### src/rtl/serial_add_unit_if.sv
// ============================================================================
//  Module   : serial_add_unit_if
//  Brief    : Start/done handshake and operand/result bundle for serial_add_unit.
//             `sub` exists only when SERIAL_ADD_SUB_EN is defined.
//  Revision : 1.0 - initial release
// ============================================================================
`default_nettype none

interface serial_add_unit_if #(
    parameter int WIDTH = 32
);
    logic             start;
`ifdef SERIAL_ADD_SUB_EN
    logic             sub;
`endif
    logic [WIDTH-1:0] a;
    logic [WIDTH-1:0] b;
    logic             busy;
    logic             done;
    logic [WIDTH-1:0] sum;
    logic             cout;
    logic             ovf;

    modport master (
`ifdef SERIAL_ADD_SUB_EN
        output sub,
`endif
        output start, a, b,
        input  busy, done, sum, cout, ovf
    );

    modport slave (
`ifdef SERIAL_ADD_SUB_EN
        input  sub,
`endif
        input  start, a, b,
        output busy, done, sum, cout, ovf
    );
endinterface

`default_nettype wire

### src/rtl/serial_add_unit.sv
// ============================================================================
//  Module   : serial_add_unit
//  Brief    : Bit-serial adder (optional subtractor via SERIAL_ADD_SUB_EN)
//             driving one fulladder cell, one bit per cycle, LSB first.
//  Revision : 1.0 - initial release
// ============================================================================
`default_nettype none

module fulladder (
    input  logic a,
    input  logic b,
    input  logic cin,
    output logic s,
    output logic cout
);
    assign s    = a ^ b ^ cin;
    assign cout = (a & b) | (cin & (a ^ b));
endmodule

module serial_add_unit #(
    parameter int WIDTH = 32
) (
    input  logic            clk,
    input  logic            rst_n,
    serial_add_unit_if.slave bus
);
    localparam int                 c_CNT_W = $clog2(WIDTH);
    localparam logic [c_CNT_W-1:0] c_LAST  = c_CNT_W'(WIDTH - 1);

    typedef enum logic [1:0] {
        S_IDLE = 2'd0,
        S_RUN  = 2'd1,
        S_DONE = 2'd2
    } state_t;

    state_t             r_state;
    logic [WIDTH-1:0]   r_a_sh;
    logic [WIDTH-1:0]   r_b_sh;
    logic [WIDTH-1:0]   r_s_sh;
    logic               r_c_q;
    logic [c_CNT_W-1:0] r_cnt;
    logic               r_busy;
    logic               r_done;
    logic [WIDTH-1:0]   r_sum;
    logic               r_cout;
    logic               r_ovf;

    logic               w_s;
    logic               w_cout;
    logic [WIDTH-1:0]   w_s_next;
    logic [WIDTH-1:0]   w_b_load;
    logic               w_c_init;
    logic               w_unused;

`ifdef SERIAL_ADD_SUB_EN
    // a - b computed as a + ~b + 1
    assign w_b_load = bus.sub ? ~bus.b : bus.b;
    assign w_c_init = bus.sub;
`else
    assign w_b_load = bus.b;
    assign w_c_init = 1'b0;
`endif

    fulladder u_fa (
        .a    (r_a_sh[0]),
        .b    (r_b_sh[0]),
        .cin  (r_c_q),
        .s    (w_s),
        .cout (w_cout)
    );

    assign w_s_next = {w_s, r_s_sh[WIDTH-1:1]};
    // LSB of the sum shifter falls off the end on every shift
    assign w_unused = r_s_sh[0];

    always_ff @(posedge clk or negedge rst_n) begin
        if (!rst_n) begin
            r_state <= S_IDLE;
            r_a_sh  <= '0;
            r_b_sh  <= '0;
            r_s_sh  <= '0;
            r_c_q   <= 1'b0;
            r_cnt   <= '0;
            r_busy  <= 1'b0;
            r_done  <= 1'b0;
            r_sum   <= '0;
            r_cout  <= 1'b0;
            r_ovf   <= 1'b0;
        end else begin
            case (r_state)
                S_IDLE, S_DONE: begin
                    r_done <= 1'b0;
                    if (bus.start) begin
                        r_a_sh  <= bus.a;
                        r_b_sh  <= w_b_load;
                        r_c_q   <= w_c_init;
                        r_cnt   <= '0;
                        r_s_sh  <= '0;
                        r_busy  <= 1'b1;
                        r_state <= S_RUN;
                    end else begin
                        r_state <= S_IDLE;
                    end
                end
                S_RUN: begin
                    r_a_sh <= r_a_sh >> 1;
                    r_b_sh <= r_b_sh >> 1;
                    r_s_sh <= w_s_next;
                    r_c_q  <= w_cout;
                    r_cnt  <= r_cnt + 1'b1;
                    if (r_cnt == c_LAST) begin
                        r_sum   <= w_s_next;
                        r_cout  <= w_cout;
                        r_ovf   <= r_c_q ^ w_cout;
                        r_busy  <= 1'b0;
                        r_done  <= 1'b1;
                        r_state <= S_DONE;
                    end
                end
                default: begin
                    r_busy  <= 1'b0;
                    r_done  <= 1'b0;
                    r_state <= S_IDLE;
                end
            endcase
        end
    end

    assign bus.busy = r_busy;
    assign bus.done = r_done;
    assign bus.sum  = r_sum;
    assign bus.cout = r_cout;
    assign bus.ovf  = r_ovf;

endmodule

`default_nettype wire

### src/flat_wrapper.sv
// flat-port wrapper written by rule: the top's interface ports become plain ports
module serial_add_unit_flat 
#(
    parameter int WIDTH = 32
)
  (clk, rst_n, bus_start, bus_a, bus_b, bus_busy, bus_done, bus_sum, bus_cout, bus_ovf);
  serial_add_unit_if #(.WIDTH(WIDTH)) bus_i ();
  input  logic clk;
  input  logic rst_n;
  input wire logic [$bits(bus_i.start)-1:0] bus_start;
  input wire logic [$bits(bus_i.a)-1:0] bus_a;
  input wire logic [$bits(bus_i.b)-1:0] bus_b;
  output wire logic [$bits(bus_i.busy)-1:0] bus_busy;
  output wire logic [$bits(bus_i.done)-1:0] bus_done;
  output wire logic [$bits(bus_i.sum)-1:0] bus_sum;
  output wire logic [$bits(bus_i.cout)-1:0] bus_cout;
  output wire logic [$bits(bus_i.ovf)-1:0] bus_ovf;
  assign bus_i.start = bus_start;
  assign bus_i.a = bus_a;
  assign bus_i.b = bus_b;
  assign bus_busy = bus_i.busy;
  assign bus_done = bus_i.done;
  assign bus_sum = bus_i.sum;
  assign bus_cout = bus_i.cout;
  assign bus_ovf = bus_i.ovf;
  serial_add_unit #(.WIDTH(WIDTH)) u_core (.clk(clk), .rst_n(rst_n), .bus(bus_i));
endmodule
### config.mk
export PLATFORM = sky130hd
export DESIGN_NAME = serial_add_unit_flat
export DESIGN_NICKNAME = d
export VERILOG_FILES = /design/src/rtl/serial_add_unit_if.sv /design/src/rtl/serial_add_unit.sv /design/src/flat_wrapper.sv
export SDC_FILE = /design/constraint.sdc
export NUM_CORES = 1
export LEC_CHECK = 0
export BUFFER_PORTS_ARGS = -buffer_cell sky130_fd_sc_hd__buf_2
export CAP_MARGIN = 20
export CORE_AREA = 5 5 118 109
export DETAILED_ROUTE_END_ITERATION = 6
export DIE_AREA = 0 0 123 114
export PLACE_DENSITY_LB_ADDON = 0.1
export SLEW_MARGIN = 20
export SYNTH_ARGS = -nofsm -noshare
export SYNTH_HDL_FRONTEND = slang
export SYNTH_SLANG_ARGS = --single-unit
### constraint.sdc
create_clock -name clk -period 1.93 [get_ports clk]
set_input_delay 0.4825 -clock clk [delete_from_list [all_inputs] [get_ports clk]]
set_output_delay 0.4825 -clock clk [all_outputs]
set_load 0.03 [all_outputs]
### Yosys cells after proc, flatten, opt, wreduce, memory -nomap -nowiden

Index checks and enable logic that the tools add are counted.

* register bits after elaboration: 140
* bits of input ports: 67
* word-level logic and storage cells: 47

* $add $sub $neg: 1
* equality and inequality tests: 5
* muxes and demuxes: 18
* bitwise gates (word level): 6
* reductions and logical operators: 6

Operators with widths (number)
* 32-bit one-hot mux with 2 select lines: 3
* 32-bit two-way mux: 3
* 5-bit one-hot mux with 2 select lines: 1
* 1-bit two-way mux: 6
* 2-bit AND reduction: 3
* 5-bit by 1-bit adder with 5-bit output, second input constant: 1
* 5-bit == test, second input constant: 1
* 5-bit two-way mux: 1
* 1-bit one-hot mux with 2 select lines: 2
* 2-bit one-hot mux with 2 select lines: 1
* 1-bit XOR: 3
* 1-bit bitwise AND: 2
* 2-bit by 1-bit == test with 1-bit output, second input constant: 1
* 2-bit == test, second input constant: 1
* 2-bit logical NOT: 1
* 2-bit two-way mux: 1
* 2-bit by 1-bit inequality test with 1-bit output, second input constant: 1
* 2-bit inequality test, second input constant: 1
* 2-bit nonzero test: 1
* 2-bit OR reduction: 1
* 1-bit OR: 1

### Depth between registers and ports, before layout

Gate-level depths: netlist of run 1.

* depth after elaboration: 4
* depth in mapped cells: 8
* depth with buffers taken out: 6

### Modules after synthesis

A second synthesis of run 1 with hierarchy kept.

* cells, all modules: 459
* area total of the unflattened synthesis: 5556.6 µm²

By module, submodules not included
* serial_add_unit: instances 1, cells each 458, area each 5536.6 µm²
* fulladder: instances 1, cells each 1, area each 20.0 µm²

### Worst setup path before layout of run 1

Ideal clock, no wire load.

* path kind: reg-to-reg
* start point: reg u_core.r_cnt[0]
* end point: reg u_core.r_sum[28], in the netlist u_core.bus.sum[28]
* arrival time: 1783 ps
* setup slack: 20 ps
* stages on the path, launching flop included: 8
* buffers on the path: 2
* clock period less this slack: 1910 ps
* path through: dfrtp_1 -> ha_1 -> and3_1 -> ha_1 -> nand3b_1 -> buf_2 -> buf_2 -> mux2_1

* longest elaborated chain between the ends: 2

RTL lines
* start: declaration: RTL line serial_add_unit.sv:41 `logic [c_CNT_W-1:0] r_cnt;`
* start signal: assignment: RTL line serial_add_unit.sv:110 `r_cnt <= r_cnt + 1'b1;`
* 5-bit == test: RTL line serial_add_unit.sv:111 `if (r_cnt == c_LAST) begin`
* 2-bit AND reduction (no line)
* end signal: assignment: RTL line serial_add_unit.sv:112 `r_sum <= w_s_next;`
* end: declaration: RTL line serial_add_unit.sv:44 `logic [WIDTH-1:0] r_sum;`

No other way between the ends.
A chain may end at the register's enable or synchronous reset.

### Final worst setup path of run 1

* start point: reg u_core.r_cnt[1]
* end point: reg u_core.r_sum[2], in the netlist u_core.bus.sum[2]

The elaborated chain is that of the path after synthesis.

==> results of run 1 <==
[flip-flops by register name, indices dropped and copies added (netlist names)]
name             count
u_core.r_s_sh       31
u_core.r_c_q         1
u_core.r_b_sh       32
u_core.r_a_sh       32
u_core.bus.ovf       1
u_core.bus.done      1
u_core.bus.sum      32
u_core.bus.cout      1
u_core.r_state       1
u_core.r_cnt         5
u_core.bus.busy      1
[worst paths after layout]
kind	from	endpoint	slack, ns	cells past startpoint
worst min-delay path	rst_n	u_core.bus.sum[28]	0.0003	1
worst max register to register	u_core.r_cnt[1]	u_core.bus.sum[2]	0.06	7
worst min register to register	u_core.bus.ovf	u_core.bus.ovf	0.48	2
worst max-delay path	u_core.r_cnt[1]	u_core.bus.sum[2]	0.06	7
min in group clk	bus_b[11]	u_core.r_b_sh[11]	0.29	3
max in group asynchronous	rst_n	u_core.r_b_sh[3]	1.32	2
[power by group through the flow]
stage | Sequential [W] | Combinational [W] | Clock (W)
6_report | 0.00476 | 0.00368 | 0.00301
5_1_grt | 0.00491 | 0.00412 | 0.00322
4_1_cts | 0.00475 | 0.00363 | 0.00308
3_5_place_dp | 0.00478 | 0.00362 | 0
3_3_place_gp | 0.00474 | 0.00349 | 0
2_1_floorplan | 0.00501 | 0.00237 | 0
[critical path: cells and delay by family (launching register included)]
family	cells	cell delay, ns
flops	1	0.40
fa+ha+maj	2	0.37
simple gates	2	0.33
mux	1	0.33
buf+inv	2	0.33
[area by class of cell]
cell class / count / share of cell area [%]
tap: 160 / 2.895
clock buffer: 27 / 7.419
multi-input combinational: 281 / 28.10
inverter: 4 / 0.2172
timing repair buffer: 122 / 10.91
clock inverter: 2 / 0.5067
sequential: 138 / 49.95
[routing by layer]
metal	vias up	global-route usage (%)	part of all wire [%]
met5	-	0	0
met4	0	6.125	0.88
met3	9	6.346	5.7
met2	107	26.81	48
met1	2044	26.95	46
li1	1886	-	-
[logic make-up (layout without fill, tap and decap cells)]
family,after synthesis,after routing,share of synthesized area [%]
AOI/OAI and AO/OA,105,105,14.82
xor gates and xnor gates,1,1,0.1577
buffers and inverters,44,155,4.076
muxes,33,33,6.643
DFF,138,138,62.15
adders and majority gates,3,3,0.8106
and+or+nand+nor,139,139,11.35
[placed cells by master (no fill, tap or decap), types with 3 or more instances in the layout]
| master | count |
|---|---|
| a22o_1 | 34 |
| a22oi_1 | 60 |
| buf_12 | 5 |
| buf_2 | 101 |
| buf_4 | 12 |
| buf_6 | 3 |
| clkbuf_1 | 5 |
| clkbuf_16 | 18 |
| clkbuf_8 | 5 |
| dfrtp_1 | 138 |
| inv_1 | 4 |
| mux2_1 | 9 |
| mux2_2 | 15 |
| mux2_4 | 7 |
| nand2_1 | 65 |
| nand3_1 | 61 |
| o21ai_0 | 6 |
[through the flow]
stage	util (%)	hold slack, ns	power (W)	instance area, um2
2_1_floorplan	-	0.1869	0.007384	5557
3_3_place_gp	53.65	0.4374	0.008234	6250
3_5_place_dp	53.65	0.4460	0.008396	6250
4_1_cts	58.36	0.004179	0.01145	6798
5_1_grt	59.36	0.01613	0.01225	6914
6_report	59.36	0.0003195	0.01145	6914
[repair_timing]
action,4_1_cts,5_1_grt
resized for setup,0,12
buffers inserted,0,4
endpoints found under the setup margin,0,27
==> flow_summary.yaml, run 1 <==
detailed_routing:
  via_per_inst: 5.512
  antenna_left: 0
  route.detailed.drc: 0
  vias: 4046
  routedWlPerCell_um: 17.07
  dr.first_iter.drc_count: 319
  wirelength_mm: 12.53
  drt-pass1-iter-count: 5
grt:
  grt_overflow_total: 0
  grt_usage_pct: 18.72
  grt_pass1_vias: 4131
  grt_pass1_wl_mm: 20.64
  grt_max_degree: 78
  antenna_found_initial: 0
cells_and_area:
  diodes: 0
  multi_input_area_mm2: 0.001943
  regArea_mm2: 0.003453
  area_growth_pct: 24.43
  fin_cells: 734
  nFillCells: 958
  nNetsFinal: 634
  drive_gt1_share_pct: 30.66
synth:
  synthTopCellsByCount: "dfrtp_1 (138), nand2_1 (65), nand3_1 (61)"
  synth_area_per_cell_um2: 12.00
  yosys.area.top_type_share_pct: 62.15
  synth_edf_count: 0
  yosysMostFrequentCell: "dfrtp_1"
  synth_top_area_cell: "dfrtp_1"
  async_flop_share_pct: 100.0
  ys_top_cells_by_area: "dfrtp_1 (62%), a22oi_1 (8.1%), nand3_1 (5.5%)"
  ys_types: 30
  yosysSeqAreaShare_pct: 62.15
  syn_nets: 533
  synth_area_mm2: 0.005557
  syn_inst: 463
  synth_seq_cells: 138
  synth_ff_type: "dfrtp_1"
  yosys_warnings: 0
status:
  status: "finished, final reports clean"
clocking:
  root_buffer: "clkbuf_16"
  htree_num_levels: 4
  clk_latency_ns: 0.41
  cts_sinks: 138
  cts_max_path_buffers: 2
  path_clk_slew_ns: 0.05
  ctsHoldBuffers: 0
  cts_buffers: 17
  cts_tree: "done"
worst_setup_path:
  crit_path_end_kind: "flip-flop"
  critical_path_class: "flip-flop to flip-flop"
  cp_slowest_cell: "dfrtp_1"
  worst_setup_path_start_kind: "flip-flop"
  cp_max_fo: 7
  cp.arrival_ns: 2.17
  max_stage_delay_ns: 0.40
  cp.required_ns: 2.23
  cp_cell_sequence: "ha_2 > and3_4 > ha_4 > nand3b_1 > buf_4 > buf_6 > mux2_2"
timing:
  fin_setup_tns_ns: 0
  setup_viol: 0
  drv_slew: 0
  worst_slew_pin_slew_ns: 0.8729
  hold_violations: 0
  fmax_ghz: 0.5340
  relSlewSlack_pct: 41.67
  fin_ws_ns: 0.05717
  min_period_ns: 1.873
  period_share_pct: 97.04
  skew_ns: 0.009617
floorplanning:
  start_util_pct: 47.70
  num_io_pins: 103
  die_area_mm2: 0.01402
  core_mm2: 0.01165
  die_x_um: 123
  dieHeight_um: 114
  rows: 38
place:
  place_inst: 699
  port_buffers: 102
  gp_congestion: 0.7718
  dp_hpwl_mm: 7.541
  dp_slack_ns: 0.03544
power:
  p_clk_share_pct: 26.3
  p_sw_share_pct: 34.18
  switching_power_w: 0.003914
  p_int_w: 0.007538
  p_comb_share_pct: 32.1
  p_seq_share_pct: 41.6
  powerDensity_mw_per_mm2: 1656
  ir_worst_vdd_v: 0.0007985
  p_leak_nw: 3.472
run:
  drv_cap: 0
hold_path:
  min_path_type: "input port to asynchronous set/reset pin"
No activity file was read; power rests on OpenSTA's default activity.
==> run 2, diff against run 1 <==
--- a/config.mk
+++ b/config.mk
@@ -7,9 +7,9 @@
 export LEC_CHECK = 0
 export BUFFER_PORTS_ARGS = -buffer_cell sky130_fd_sc_hd__buf_2
 export CAP_MARGIN = 20
-export CORE_AREA = 5 5 118 109
+export CORE_AREA = 5 5 139 128
 export DETAILED_ROUTE_END_ITERATION = 6
-export DIE_AREA = 0 0 123 114
+export DIE_AREA = 0 0 144 133
 export PLACE_DENSITY_LB_ADDON = 0.1
 export SLEW_MARGIN = 20
 export SYNTH_ARGS = -nofsm -noshare
==> run 2 against run 1 <==
  * Critical path depth unchanged
  * Die area up 37%
  * Register-to-register slack worse by 0.05 ns
  * Sequential power hardly changed
  * Highest routed layer is now met5
==> flow_summary.yaml, run 2 (synthesis gave the netlist of run 1 again) <==
status:
  status: "finished, final reports clean"
timing:
  worst_slew_pin_slew_ns: 0.9114
  min_period_ns: 1.925
  setup_viol: 0
  hold_violations: 0
  skew_ns: 0.005327
  relSlewSlack_pct: 39.10
  fmax_ghz: 0.5195
  drv_slew: 0
  rsz0062_at_grt: "true"
  period_share_pct: 99.74
floorplanning:
  start_util_pct: 33.91
  num_io_pins: 103
  dieHeight_um: 133
  die_x_um: 144
  rows: 45
  die_area_mm2: 0.01915
  core_mm2: 0.01638
grt:
  grt_usage_pct: 14.18
  grt_pass1_vias: 4108
  grt_pass1_wl_mm: 21.45
  grt_max_degree: 84
  grt_overflow_total: 0
  antenna_found_initial: 1
cells_and_area:
  final_common_cell: "dfrtp_1"
  mostFrequentLayoutCells: "dfrtp_1 (138), buf_2 (101), nand2_1 (64), nand3_1 (61), a22oi_1 (60)"
  nFillCells: 1567
  nNetsFinal: 635
  area_growth_pct: 28.73
  fin_util_pct: 43.66
  diodes: 0
  drive_gt1_share_pct: 32.70
  postLayoutCellArea_mm2: 0.007153
worst_setup_path:
  crit_path_end_kind: "flip-flop"
  endpoint: "u_core.bus.sum[19]"
  cp.arrival_ns: 2.21
  r2r_start: "u_core.r_cnt[0]"
  rr_endpoint: "u_core.bus.sum[19]"
  ff2ff_path_depth: 7
  worst_setup_path_start_kind: "flip-flop"
  cp_max_fo: 7
  cp.required_ns: 2.22
  crit_start: "u_core.r_cnt[0]"
  critical_path_class: "flip-flop to flip-flop"
  reg2reg_setup_slack_ns: 0.005
power:
  p_leak_nw: 3.592
  ir_worst_vdd_v: 0.0007291
  powerDensity_mw_per_mm2: 1657
clocking:
  root_buffer: "clkbuf_16"
  path_clk_slew_ns: 0.05
  cts_tree: "done"
  cts_buffers: 17
  htree_num_levels: 4
  cts_max_path_buffers: 2
  clk_latency_ns: 0.41
  cts_sinks: 138
detailed_routing:
  via_per_inst: 5.096
  routedWlPerCell_um: 17.20
  wl_met3_um: 653
  met2WireLength_mm: 6.063
  drt-pass1-iter-count: 4
  vias: 4021
  route.detailed.drc: 0
  met1Wirelength_mm: 6.644
  dr.first_iter.drc_count: 295
  antenna_left: 0
  top_layer_used: "met5"
  wirelength_mm: 13.57
place:
  placed_cell_area_mm2: 0.006296
  gp_congestion: 0.7176
  port_buffers: 102
  dp_hpwl_mm: 7.959
hold_path:
  min_path_type: "input port to asynchronous set/reset pin"
run:
  drv_cap: 0
[run 2: power by group]
group          internal (W)  switching [W]  total (W)  leakage [nW]
combinational       0.00161        0.00215    0.00376          1.54
clock               0.00216        0.00116    0.00332         0.304
sequential          0.00406       0.000716    0.00477          1.75
[run 2: layout make-up]
type                            count  area (um2)  share of cell area, %
Sequential cell                   138        3453                  48.28
Tap cell                          211       264.0                  3.691
Clock buffer                       24       491.7                  6.874
Timing Repair Buffer              123       819.5                  11.46
Multi-Input combinational cell    281        1994                  27.88
Clock inverter                      8       115.1                  1.609
Inverter                            4       15.01                 0.2099
[run 2: worst min path at each step]
stage,startpoint,to,slack [ns]
6_report,rst_n,u_core.bus.sum[9],0.008
5_1_grt,rst_n,u_core.bus.sum[9],0.03
3_3_place_gp,rst_n,u_core.bus.sum[9],0.45
3_5_place_dp,rst_n,u_core.bus.sum[9],0.45
2_1_floorplan,rst_n,u_core.bus.busy,0.19
4_1_cts,rst_n,u_core.bus.sum[8],0.006
[run 2: through the flow]
stage	hold slack [ns]	setup slack [ns]	cells	power (W)	TNS, ns
3_3_place_gp	0.4487	0.05792	746	0.008329	0
2_1_floorplan	0.1869	0.01959	463	0.007384	0
6_report	0.008229	0.005095	789	0.01185	0
5_1_grt	0.03154	-0.05285	789	0.01268	-0.9112
4_1_cts	0.005763	0.02081	778	0.01182	0
3_5_place_dp	0.4500	0.03246	746	0.008454	0
[run 2: timing repair]
action	4_1_cts	5_1_grt
endpoints found under the hold margin	0	0
endpoints found under the setup margin	0	31
gates resized for setup	0	37
hold buffers	0	0
setup buffers	0	8
[run 2: routing by layer]
metal	GRT usage, %	vias up
met5	0	-
met4	4.759	2
met3	4.554	16
met2	20.48	91
met1	20.12	2028
li1	-	1884
[run 2: critical path, cell delays in order, from the launching register on]
cell and delay (ns):
dfrtp_1 0.40, ha_2 0.19, and3_4 0.18, ha_4 0.16, nand3b_1 0.24, clkbuf_16 0.21, buf_12 0.12, mux2_4 0.30
==> run 3, diff against run 2 <==
--- a/config.mk
+++ b/config.mk
@@ -5,7 +5,7 @@
 export SDC_FILE = /design/constraint.sdc
 export NUM_CORES = 1
 export LEC_CHECK = 0
-export BUFFER_PORTS_ARGS = -buffer_cell sky130_fd_sc_hd__buf_2
+export BUFFER_PORTS_ARGS = -buffer_cell sky130_fd_sc_hd__clkbuf_2
 export CAP_MARGIN = 20
 export CORE_AREA = 5 5 139 128
 export DETAILED_ROUTE_END_ITERATION = 6
==> run 3 against run 2 <==
  * Clock-buffer cell count did not move
  * Utilization decreased by 0.47 points
  * First-iteration DRC count down 20%
  * Critical path type unchanged
  * Sequential cell count unchanged
  * Highest routed layer is now met4
  * Non-clock buffer count is 4 higher
  * Sequential share of layout area up 0.52 points
  * Die area unchanged
==> flow_summary.yaml, run 3 (synthesis gave the netlist of run 1 again) <==
run:
  drv_cap: 0
clocking:
  path_clk_slew_ns: 0.06
  root_buffer: "clkbuf_16"
  clk_latency_ns: 0.42
  cts_tree: "done"
  htree_num_levels: 4
  cts_sinks: 138
  cts_max_path_buffers: 2
  cts_buffers: 17
cells_and_area:
  nNetsFinal: 639
  diodes: 0
  mostFrequentLayoutCells: "dfrtp_1 (138), clkbuf_2 (101), nand2_1 (65), nand3_1 (61), a22oi_1 (60)"
  final_common_cell: "dfrtp_1"
  postLayoutCellArea_mm2: 0.007077
  area_growth_pct: 27.36
  fin_cells: 792
  fin_util_pct: 43.19
  nFillCells: 1567
  drive_gt1_share_pct: 30.98
timing:
  period_share_pct: 95.80
  setup_viol: 0
  drv_slew: 0
  rsz0062_at_grt: "false"
  fin_setup_tns_ns: 0
  skew_ns: 0.008780
  min_period_ns: 1.849
  fmax_ghz: 0.5408
  hold_violations: 0
  worst_slew_pin_slew_ns: 0.3857
  fin_ws_ns: 0.08101
  relSlewSlack_pct: 74.28
worst_setup_path:
  cp_max_fo: 8
  reg2reg_setup_slack_ns: 0.08
  r2r_start: "u_core.r_cnt[1]"
  cp.required_ns: 2.22
  crit_path_end_kind: "flip-flop"
  critical_path_class: "flip-flop to flip-flop"
  worst_setup_path_start_kind: "flip-flop"
  cp.arrival_ns: 2.14
  rr_endpoint: "u_core.bus.sum[5]"
  ff2ff_path_depth: 7
floorplanning:
  dieHeight_um: 133
  rows: 45
  start_util_pct: 33.91
  die_area_mm2: 0.01915
  core_mm2: 0.01638
  die_x_um: 144
  num_io_pins: 103
detailed_routing:
  drt-pass1-iter-count: 5
  antenna_left: 0
  vias: 4019
  route.detailed.drc: 0
  routedWlPerCell_um: 17.15
  wirelength_mm: 13.59
  via_per_inst: 5.074
  dr.first_iter.drc_count: 235
power:
  ir_worst_vdd_v: 0.001054
  p_leak_nw: 3.517
  powerDensity_mw_per_mm2: 1674
grt:
  grt_usage_pct: 14.26
  grt_pass1_wl_mm: 21.69
  grt_pass1_vias: 4144
  grt_max_degree: 64
  grt_overflow_total: 0
  antenna_found_initial: 0
place:
  placed_cell_area_mm2: 0.006364
  dp_slack_ns: 0.02658
  gp_congestion: 0.7494
  dp_hpwl_mm: 8.384
  port_buffers: 102
  place_inst: 755
hold_path:
  hold_path_end: "u_core.r_b_sh[25]"
  hold_start: "bus_b[25]"
  holdPathStages: 3
  min_path_type: "input port to flip-flop"
status:
  status: "finished, final reports clean"
[run 3: cell types whose count changed in the layout (fill, tap and decap cells not counted), moves of 6 or more]
cell / previous run / this run
buf_2: 101 / 0
clkbuf_2: 0 / 101
mux2_4: 20 / 0
mux2_1: 3 / 13
mux2_2: 8 / 18
buf_4: 7 / 13
[run 3: final cells by class]
cell class / count / area, um2 / area share (%)
tap: 211 / 264.0 / 3.731
timing repair buffer: 127 / 828.3 / 11.70
multi-input combinational: 281 / 1902 / 26.87
clock buffer: 24 / 501.7 / 7.090
inverter: 4 / 15.01 / 0.2122
sequential: 138 / 3453 / 48.80
clock inverter: 7 / 112.6 / 1.591
[run 3: worst max path at each step]
stage | start | endpoint
after global routing | u_core.r_cnt[0] | u_core.bus.sum[2]
after CTS | u_core.r_cnt[0] | u_core.bus.sum[0]
after floorplan | u_core.r_cnt[0] | u_core.bus.sum[28]
after global placement | u_core.r_cnt[0] | u_core.bus.sum[14]
final | u_core.r_cnt[1] | u_core.bus.sum[5]
after detailed placement | u_core.r_cnt[0] | u_core.bus.sum[0]
[run 3: metrics by stage]
stage	hold slack, ns	power, W
after floorplan	0.1869	0.007384
after global placement	0.3502	0.008428
after detailed placement	0.3508	0.008537
after CTS	0.2659	0.01197
after global routing	0.2777	0.01265
final	0.2835	0.01185
[run 3: power by group]
group	total [W]	switching, W	internal [W]
combinational	0.00369	0.00213	0.00156
clock	0.00338	0.00119	0.00219
sequential	0.00478	0.000724	0.00406
[run 3: worst max-delay path, cell delays in order (launching register included)]
cell and delay [ns]:
dfrtp_1 0.40, ha_2 0.20, and3_1 0.18, ha_2 0.19, nand3b_1 0.13, buf_6 0.14, clkbuf_16 0.15, mux2_2 0.33
[run 3: per-layer routing]
| layer | global-route usage, % | vias to the layer above | share of wire (%) |
|---|---|---|---|
| li1 | - | 1894 | - |
| met1 | 20.14 | 2019 | 48 |
| met2 | 20.89 | 96 | 46 |
| met3 | 4.807 | 10 | 5.4 |
| met4 | 4.079 | 0 | 0.77 |
| met5 | 0 | - | 0 |
[run 3: timing repair]
| item | in CTS | in global routing |
|---|---|---|
| gates resized for setup | 0 | 4 |
| buffers inserted | 0 | 2 |
| endpoints found under the hold margin | 18 | 0 |
| hold buffers | 1 | 0 |
| endpoints found under the setup margin | 0 | 31 |
